`src/rtl/poly1305_pkg.sv`:
```
// Shared constants and reduce-FSM state encoding for the Poly1305 mod 2^130-5 reducer.
package poly1305_pkg;

    localparam int PROD_W = 258;
    localparam int RES_W  = 130;
    localparam int P_C    = 5;

    localparam logic [RES_W-1:0] P1305 = 130'h3_FFFF_FFFF_FFFF_FFFF_FFFF_FFFF_FFFF_FFFB;

    typedef enum logic [1:0] {
        IDLE  = 2'd0,
        FOLD1 = 2'd1,
        FOLD2 = 2'd2,
        FINAL = 2'd3
    } reduce_state_e;

endpackage

```
`src/rtl/poly1305_fold.sv`:
```
// Combinational fold step: o_sum = i_lo + 5*i_hi, using 2^130 == 5 (mod p).
module poly1305_fold #(
    parameter int LO_W  = 130,
    parameter int HI_W  = 128,
    parameter int SUM_W = 132
) (
    input  logic [LO_W-1:0]  i_lo,
    input  logic [HI_W-1:0]  i_hi,
    output logic [SUM_W-1:0] o_sum
);

    logic [SUM_W-1:0] w_hi_ext;

    // 5*hi as (hi<<2)+hi keeps this a pair of adders rather than a multiplier.
    assign w_hi_ext = SUM_W'(i_hi);
    assign o_sum    = SUM_W'(i_lo) + (w_hi_ext << 2) + w_hi_ext;

endmodule

```
`src/rtl/poly1305_reduce_p130.sv`:
```
// Reduces a 258-bit product modulo 2^130-5 in four cycles (IDLE, FOLD1, FOLD2, FINAL).
// Define POLY1305_REDUCE_CANON_EN for a canonical result in [0, p); otherwise it is partial.
module poly1305_reduce_p130
    import poly1305_pkg::*;
(
    input  logic              clk,
    input  logic              reset,
    input  logic              start,
    input  logic [PROD_W-1:0] prod_in,
    output logic [RES_W-1:0]  result_out,
    output logic              busy,
    output logic              done
);

    reduce_state_e      r_state;
    logic [PROD_W-1:0]  r_prod;
    logic [RES_W+1:0]   r_s1;
    logic [RES_W:0]     r_s2;
    logic [RES_W-1:0]   r_result;
    logic               r_busy;
    logic               r_done;

    logic [RES_W+1:0]   w_s1;
    logic [RES_W:0]     w_s2;
    logic [RES_W-1:0]   w_res;

    poly1305_fold #(
        .LO_W  (RES_W),
        .HI_W  (PROD_W - RES_W),
        .SUM_W (RES_W + 2)
    ) u_fold1 (
        .i_lo  (r_prod[RES_W-1:0]),
        .i_hi  (r_prod[PROD_W-1:RES_W]),
        .o_sum (w_s1)
    );

    // s1 < 2^132, so its top two bits fold into a value no larger than 2^130+14.
    poly1305_fold #(
        .LO_W  (RES_W),
        .HI_W  (2),
        .SUM_W (RES_W + 1)
    ) u_fold2 (
        .i_lo  (r_s1[RES_W-1:0]),
        .i_hi  (r_s1[RES_W+1:RES_W]),
        .o_sum (w_s2)
    );

`ifdef POLY1305_REDUCE_CANON_EN
    // s2 < 2p, so one conditional subtract yields the canonical residue.
    assign w_res = (r_s2 >= {1'b0, P1305}) ? RES_W'(r_s2 - {1'b0, P1305})
                                           : r_s2[RES_W-1:0];
`else
    // With bit 130 set the low bits are at most 14, so adding 5 cannot overflow.
    assign w_res = r_s2[RES_W] ? (r_s2[RES_W-1:0] + RES_W'(P_C))
                               : r_s2[RES_W-1:0];
`endif

    always_ff @(posedge clk) begin
        if (reset) begin
            r_state  <= IDLE;
            r_prod   <= '0;
            r_s1     <= '0;
            r_s2     <= '0;
            r_result <= '0;
            r_busy   <= 1'b0;
            r_done   <= 1'b0;
        end else begin
            r_done <= 1'b0;
            case (r_state)
                IDLE: begin
                    if (start) begin
                        r_prod  <= prod_in;
                        r_busy  <= 1'b1;
                        r_state <= FOLD1;
                    end
                end
                FOLD1: begin
                    r_s1    <= w_s1;
                    r_state <= FOLD2;
                end
                FOLD2: begin
                    r_s2    <= w_s2;
                    r_state <= FINAL;
                end
                FINAL: begin
                    r_result <= w_res;
                    r_done   <= 1'b1;
                    r_busy   <= 1'b0;
                    r_state  <= IDLE;
                end
                default: r_state <= IDLE;
            endcase
        end
    end

    assign result_out = r_result;
    assign busy       = r_busy;
    assign done       = r_done;

endmodule
```
`config.mk`:
```
export PLATFORM = sky130hd
export DESIGN_NAME = poly1305_reduce_p130
export DESIGN_NICKNAME = d
export VERILOG_FILES = /design/src/rtl/poly1305_pkg.sv /design/src/rtl/poly1305_fold.sv /design/src/rtl/poly1305_reduce_p130.sv
export SDC_FILE = /design/constraint.sdc
export NUM_CORES = 2
export LEC_CHECK = 0
export CORE_MARGIN = 10
export CORE_UTILIZATION = 50
export DETAILED_ROUTE_END_ITERATION = 10
export PLACE_DENSITY = 0.71
export SYNTH_ARGS = -nofsm -noshare
export SYNTH_HDL_FRONTEND = slang
export SYNTH_SLANG_ARGS = --single-unit
```
`constraint.sdc`:
```
create_clock -name clk -period 3.94 [get_ports clk]
set_input_delay 0.591 -clock clk [delete_from_list [all_inputs] [get_ports clk]]
set_output_delay 0.591 -clock clk [all_outputs]
set_load 0.01 [all_outputs]
```
==> results <==
- The run finished with clean final reports.
- In the final routing, the length of wire on met1 measures 61800 um.
- In this run the core area contains 101 standard-cell rows.
- The fraction of the cycle the final worst path needs is 99.8%.
- The maximum number of buffers from clock root to sink is 3.
- The hold-fix buffer count after cts is 0.
- The multi-input combinational cell area is 24700 um^2.
- At the pin with the least slew margin, the transition time is 1.03 ns.
- The share of the yosys chip area belonging to registers is 34.1%.
- CTS built an H-tree with a depth of 3.
- TritonCTS created 73 clock buffers.
- The per-instance average area after synthesis is 8.03 um^2.
- The flip-flop and latch count after synthesis is 655.
- The worst setup path is launched from a register.
- The number of DRC violations after detailed-routing iteration 0 is 2853.
- During placement, the flow inserted port buffers numbering 392.
- Sorting the synthesized cells by area gives the leading types as sky130_fd_sc_hd__dfxtp_1 (34%), sky130_fd_sc_hd__nand2_1 (8.1%), sky130_fd_sc_hd__fa_1 (6.7%).
- The die is 297 um tall.
- The adder-cell share of the synthesized area is 11.3%.
- The first detailed-routing pass took 5 iterations.
- In this run the tightest slew margin relative to its limit is 31.1%.
- Counting flops with an async set or reset pin after synthesis yields a share of 0%.
- The first global-routing pass estimated 195000 um of wire.
- The congestion estimate from routability-driven global placement came to 0.970.
- The routed length on met2 is 51500 um.
- Setup repair after global routing could not meet its margin everywhere.
- The global-route total usage across every layer is 26.9%.
- The post-synthesis share of cell area spent on and, or, nand and nor gates is 22.5%.
- The via count of the first global-routing pass is 34.3k.
- After detailed routing, the average wire length per cell comes to 19.4 um.
- The number of max-capacitance violations reported is 0.
- The count of boundary I/O pins is 393.
- From synthesis to final layout, the design area changed by 26.5%.
- The final number of max-transition violations is 0.
- At the later pin of the worst-skew pair, clock insertion delay measures 0.63 ns.
- The xor-xnor portion of the synthesized cell area is 7.58%.
- Sorting the synthesized cells by how often they occur yields sky130_fd_sc_hd__nand2_1 (826), sky130_fd_sc_hd__dfxtp_1 (655), sky130_fd_sc_hd__nor2_1 (502), sky130_fd_sc_hd__a21oi_1 (461), sky130_fd_sc_hd__clkbuf_1 (268).
- The via density per instance is 5.66.
- The floorplan step defined a core boundary enclosing 76100 um^2.
- Tracing the worst setup path back leads to its startpoint at r_prod[151].
- The met3 wire length is 8980 um.
- For the worst setup path, the data arrival time is 4.50 ns.
- The fill cell instance count of the final layout is 6664.
- The start point of the worst hold path is reset.
- Once detail routing completed, the nets flagged for antenna violations numbered 0.
- During synthesis, Yosys emitted a total of 0 warnings.
- The clock slew seen by the registers of the worst setup and hold paths is 0.06 ns.
- The minimum setup slack among reg-to-reg paths is 0.009 ns.
- The CTS tree is yes.
- The startpoint identified for the worst register-to-register timing path is r_prod[151].
- Once the floorplan was initialized, standard cells occupied 50.6% of the core.
- After legalization and detailed placement, the total HPWL measured 98500 um.
- In the synthesized netlist the dominant register cell turns out to be sky130_fd_sc_hd__dfxtp_1.
- The maximum clock frequency is 0.254 GHz.
- The number of nets handed over by synthesis was 5326.
- The count of endpoints failing setup in the final report is 0.
- After detailed routing, no signal wire sits above met4.
- Before CTS, the worst setup slack after placement is -0.352 ns.
- The worst setup path is of the register to register kind.
- Counting distinct cell types in the post-synthesis netlist gives 88.
- The largest family of logic cells by synthesized area is simple AND/OR/NAND/NOR gates.
- Entering global routing, the biggest net connects 200 pins.
- The peak fanout along the critical path is 4.
- The die is 297 um wide.
- Summing all flip-flop and latch instances after layout gives 13100 um^2.
- STA puts the critical path data required time at 4.51 ns.
- For this run, design rule violations remaining after detail routing come to 0.
- The final worst slack is 0.00929 ns.
- Across the VDD grid, the largest voltage drop is 0.353 mV.
- The top cell type's share of synthesized area is 34.1%.
- After the last flow step, the layout net total stands at 5866.
- In this run the worst hold path is classified as input port to register.
- Yosys instantiated no cell more often than sky130_fd_sc_hd__nand2_1.
- On the final layout, the worst clock skew is 0.0216 ns.
- The proportion of synthesized area in mux cells is 2.04%.
- Adding up every negative setup slack in the final design gives 0 ns.
- The sum of overflow across all layers after global routing is 0.
- The post-synthesis cell count is 4795.
- Yosys mapped a number of flops with a built-in enable equal to 0.
- The count of final hold-check violations came to 0.
- The leakage power of the design is 18.3 nW.
- The worst setup path is captured at a register.
- The synthesized area is 38500 um^2.
- Cells with a size suffix above 1 make up 12.0% of the layout.
- CTS placed an instance of sky130_fd_sc_hd__clkbuf_16 at the clock tree root.
- For the finished layout, the period the worst path requires is 3.93 ns.
- The total power divided by cell area is 635 nW/um^2.
- Counting every sink on the clock net gives 655.
- The detailed router placed 36.3k vias in this run.
- The detailed-route wire length is 124000 um.
- sky130_fd_sc_hd__dfxtp_1 takes more of the synthesized area than any other cell.
- 0 antenna diodes ended up in the layout.
- The floorplan step defined a die boundary enclosing 88500 um^2.
- The synthesized netlist devotes 18.8% of its cell area to compound gates.
- The number of antenna violations at the first check in global routing came to 0.
metal layers:
metal / up-vias / global-route usage (%)
li1: 17942 / -
met1: 17096 / 41.0
met2: 1142 / 38.7
met3: 146 / 4.70
met4: 0 / 5.99
met5: - / 0
logic make-up (layout without fill, tap and decap cells):
| logic type | Yosys count | after routing |
|---|---|---|
| AOI/OAI and AO/OA | 1171 | 1171 |
| muxes | 78 | 78 |
| DFF | 655 | 655 |
| buffers and inverters | 375 | 969 |
| xor gates and xnor gates | 333 | 333 |
| adders and majority gates | 270 | 270 |
| and+or+nand+nor | 1913 | 1913 |
critical path, cell delays in order, from the launching register on:
cell and delay, ns:
sky130_fd_sc_hd__dfxtp_4 0.36, sky130_fd_sc_hd__fa_1 0.52, sky130_fd_sc_hd__ha_4 0.30, sky130_fd_sc_hd__buf_6 0.08, sky130_fd_sc_hd__nand4_1 0.17, sky130_fd_sc_hd__nor3_2 0.35, sky130_fd_sc_hd__o2111ai_2 0.17, sky130_fd_sc_hd__nand2_2 0.14
sky130_fd_sc_hd__buf_6 0.10, sky130_fd_sc_hd__o211ai_1 0.12, sky130_fd_sc_hd__a211oi_1 0.28, sky130_fd_sc_hd__buf_4 0.19, sky130_fd_sc_hd__o31ai_4 0.08, sky130_fd_sc_hd__buf_12 0.17, sky130_fd_sc_hd__nor3_4 0.14, sky130_fd_sc_hd__a41oi_2 0.18
sky130_fd_sc_hd__or4_4 0.45, sky130_fd_sc_hd__nand3_2 0.06
power by group:
group          total [W]  internal (W)  switching [W]
Clock            0.00705       0.00416        0.00290
Sequential        0.0104       0.00832        0.00203
Combinational     0.0135       0.00569        0.00784
path summary, 6_finish.rpt:
path,cells after the start,end
max reg2reg,17,r_s1[130]
min reg2reg,2,result_out[123]
min,2,r_state[1]
max,17,r_s1[130]
registers in the layout (all words and copies together), names as in the netlist:
signal,flops
busy,1
r_state,2
done,1
result_out,130
r_s2,131
r_s1,132
r_prod,258
timing repair:
item / in CTS / in global routing
setup endpoints to repair: 43 / 64
gates resized for setup: 40 / 122
setup buffers: 3 / 9
pin swaps: 15 / 58
final cells by class:
cell class	count	share of cell area [%]
inverter	85	0.655
clock buffer	98	4.24
tap	1030	2.65
timing repair buffer	755	14.0
multi-input combinational	3765	50.7
sequential	655	27.0
clock inverter	31	0.828
per-stage QoR:
stage / util (%) / power, W / cell area [um^2] / hold WS, ns / cells
after floorplan: - / 0.0178 / 38500 / 0.436 / 4795
after global placement: 59.7 / 0.0232 / 45400 / 0.453 / 6280
after detailed placement: 59.7 / 0.0234 / 45400 / 0.463 / 6280
after CTS: 63.2 / 0.0306 / 48100 / 0.365 / 6412
after global routing: 64.0 / 0.0328 / 48700 / 0.405 / 6419
final: 64.0 / 0.0309 / 48700 / 0.386 / 6419
placed cells by master (no fill, tap or decap), types with 19 or more instances in the layout:
cell type / instances
sky130_fd_sc_hd__xor2_1: 195
sky130_fd_sc_hd__nand2_1: 823
sky130_fd_sc_hd__o21ai_0: 174
sky130_fd_sc_hd__fa_1: 127
sky130_fd_sc_hd__and3_1: 48
sky130_fd_sc_hd__a21o_1: 68
sky130_fd_sc_hd__or3_1: 49
sky130_fd_sc_hd__buf_4: 347
sky130_fd_sc_hd__o21ai_1: 19
sky130_fd_sc_hd__inv_1: 79
sky130_fd_sc_hd__dfxtp_2: 21
sky130_fd_sc_hd__nor2_1: 498
sky130_fd_sc_hd__a311oi_1: 39
sky130_fd_sc_hd__mux2i_1: 76
sky130_fd_sc_hd__o21bai_1: 42
sky130_fd_sc_hd__nand4_1: 134
sky130_fd_sc_hd__a211oi_1: 220
sky130_fd_sc_hd__and4_1: 30
sky130_fd_sc_hd__nand3_1: 121
sky130_fd_sc_hd__a21oi_1: 450
sky130_fd_sc_hd__a31oi_1: 21
sky130_fd_sc_hd__dfxtp_1: 633
sky130_fd_sc_hd__xnor2_1: 136
sky130_fd_sc_hd__ha_1: 125
sky130_fd_sc_hd__nor3_1: 71
sky130_fd_sc_hd__clkbuf_16: 74
sky130_fd_sc_hd__clkdlybuf4s50_1: 391
Power figures use the tool's default switching activity.
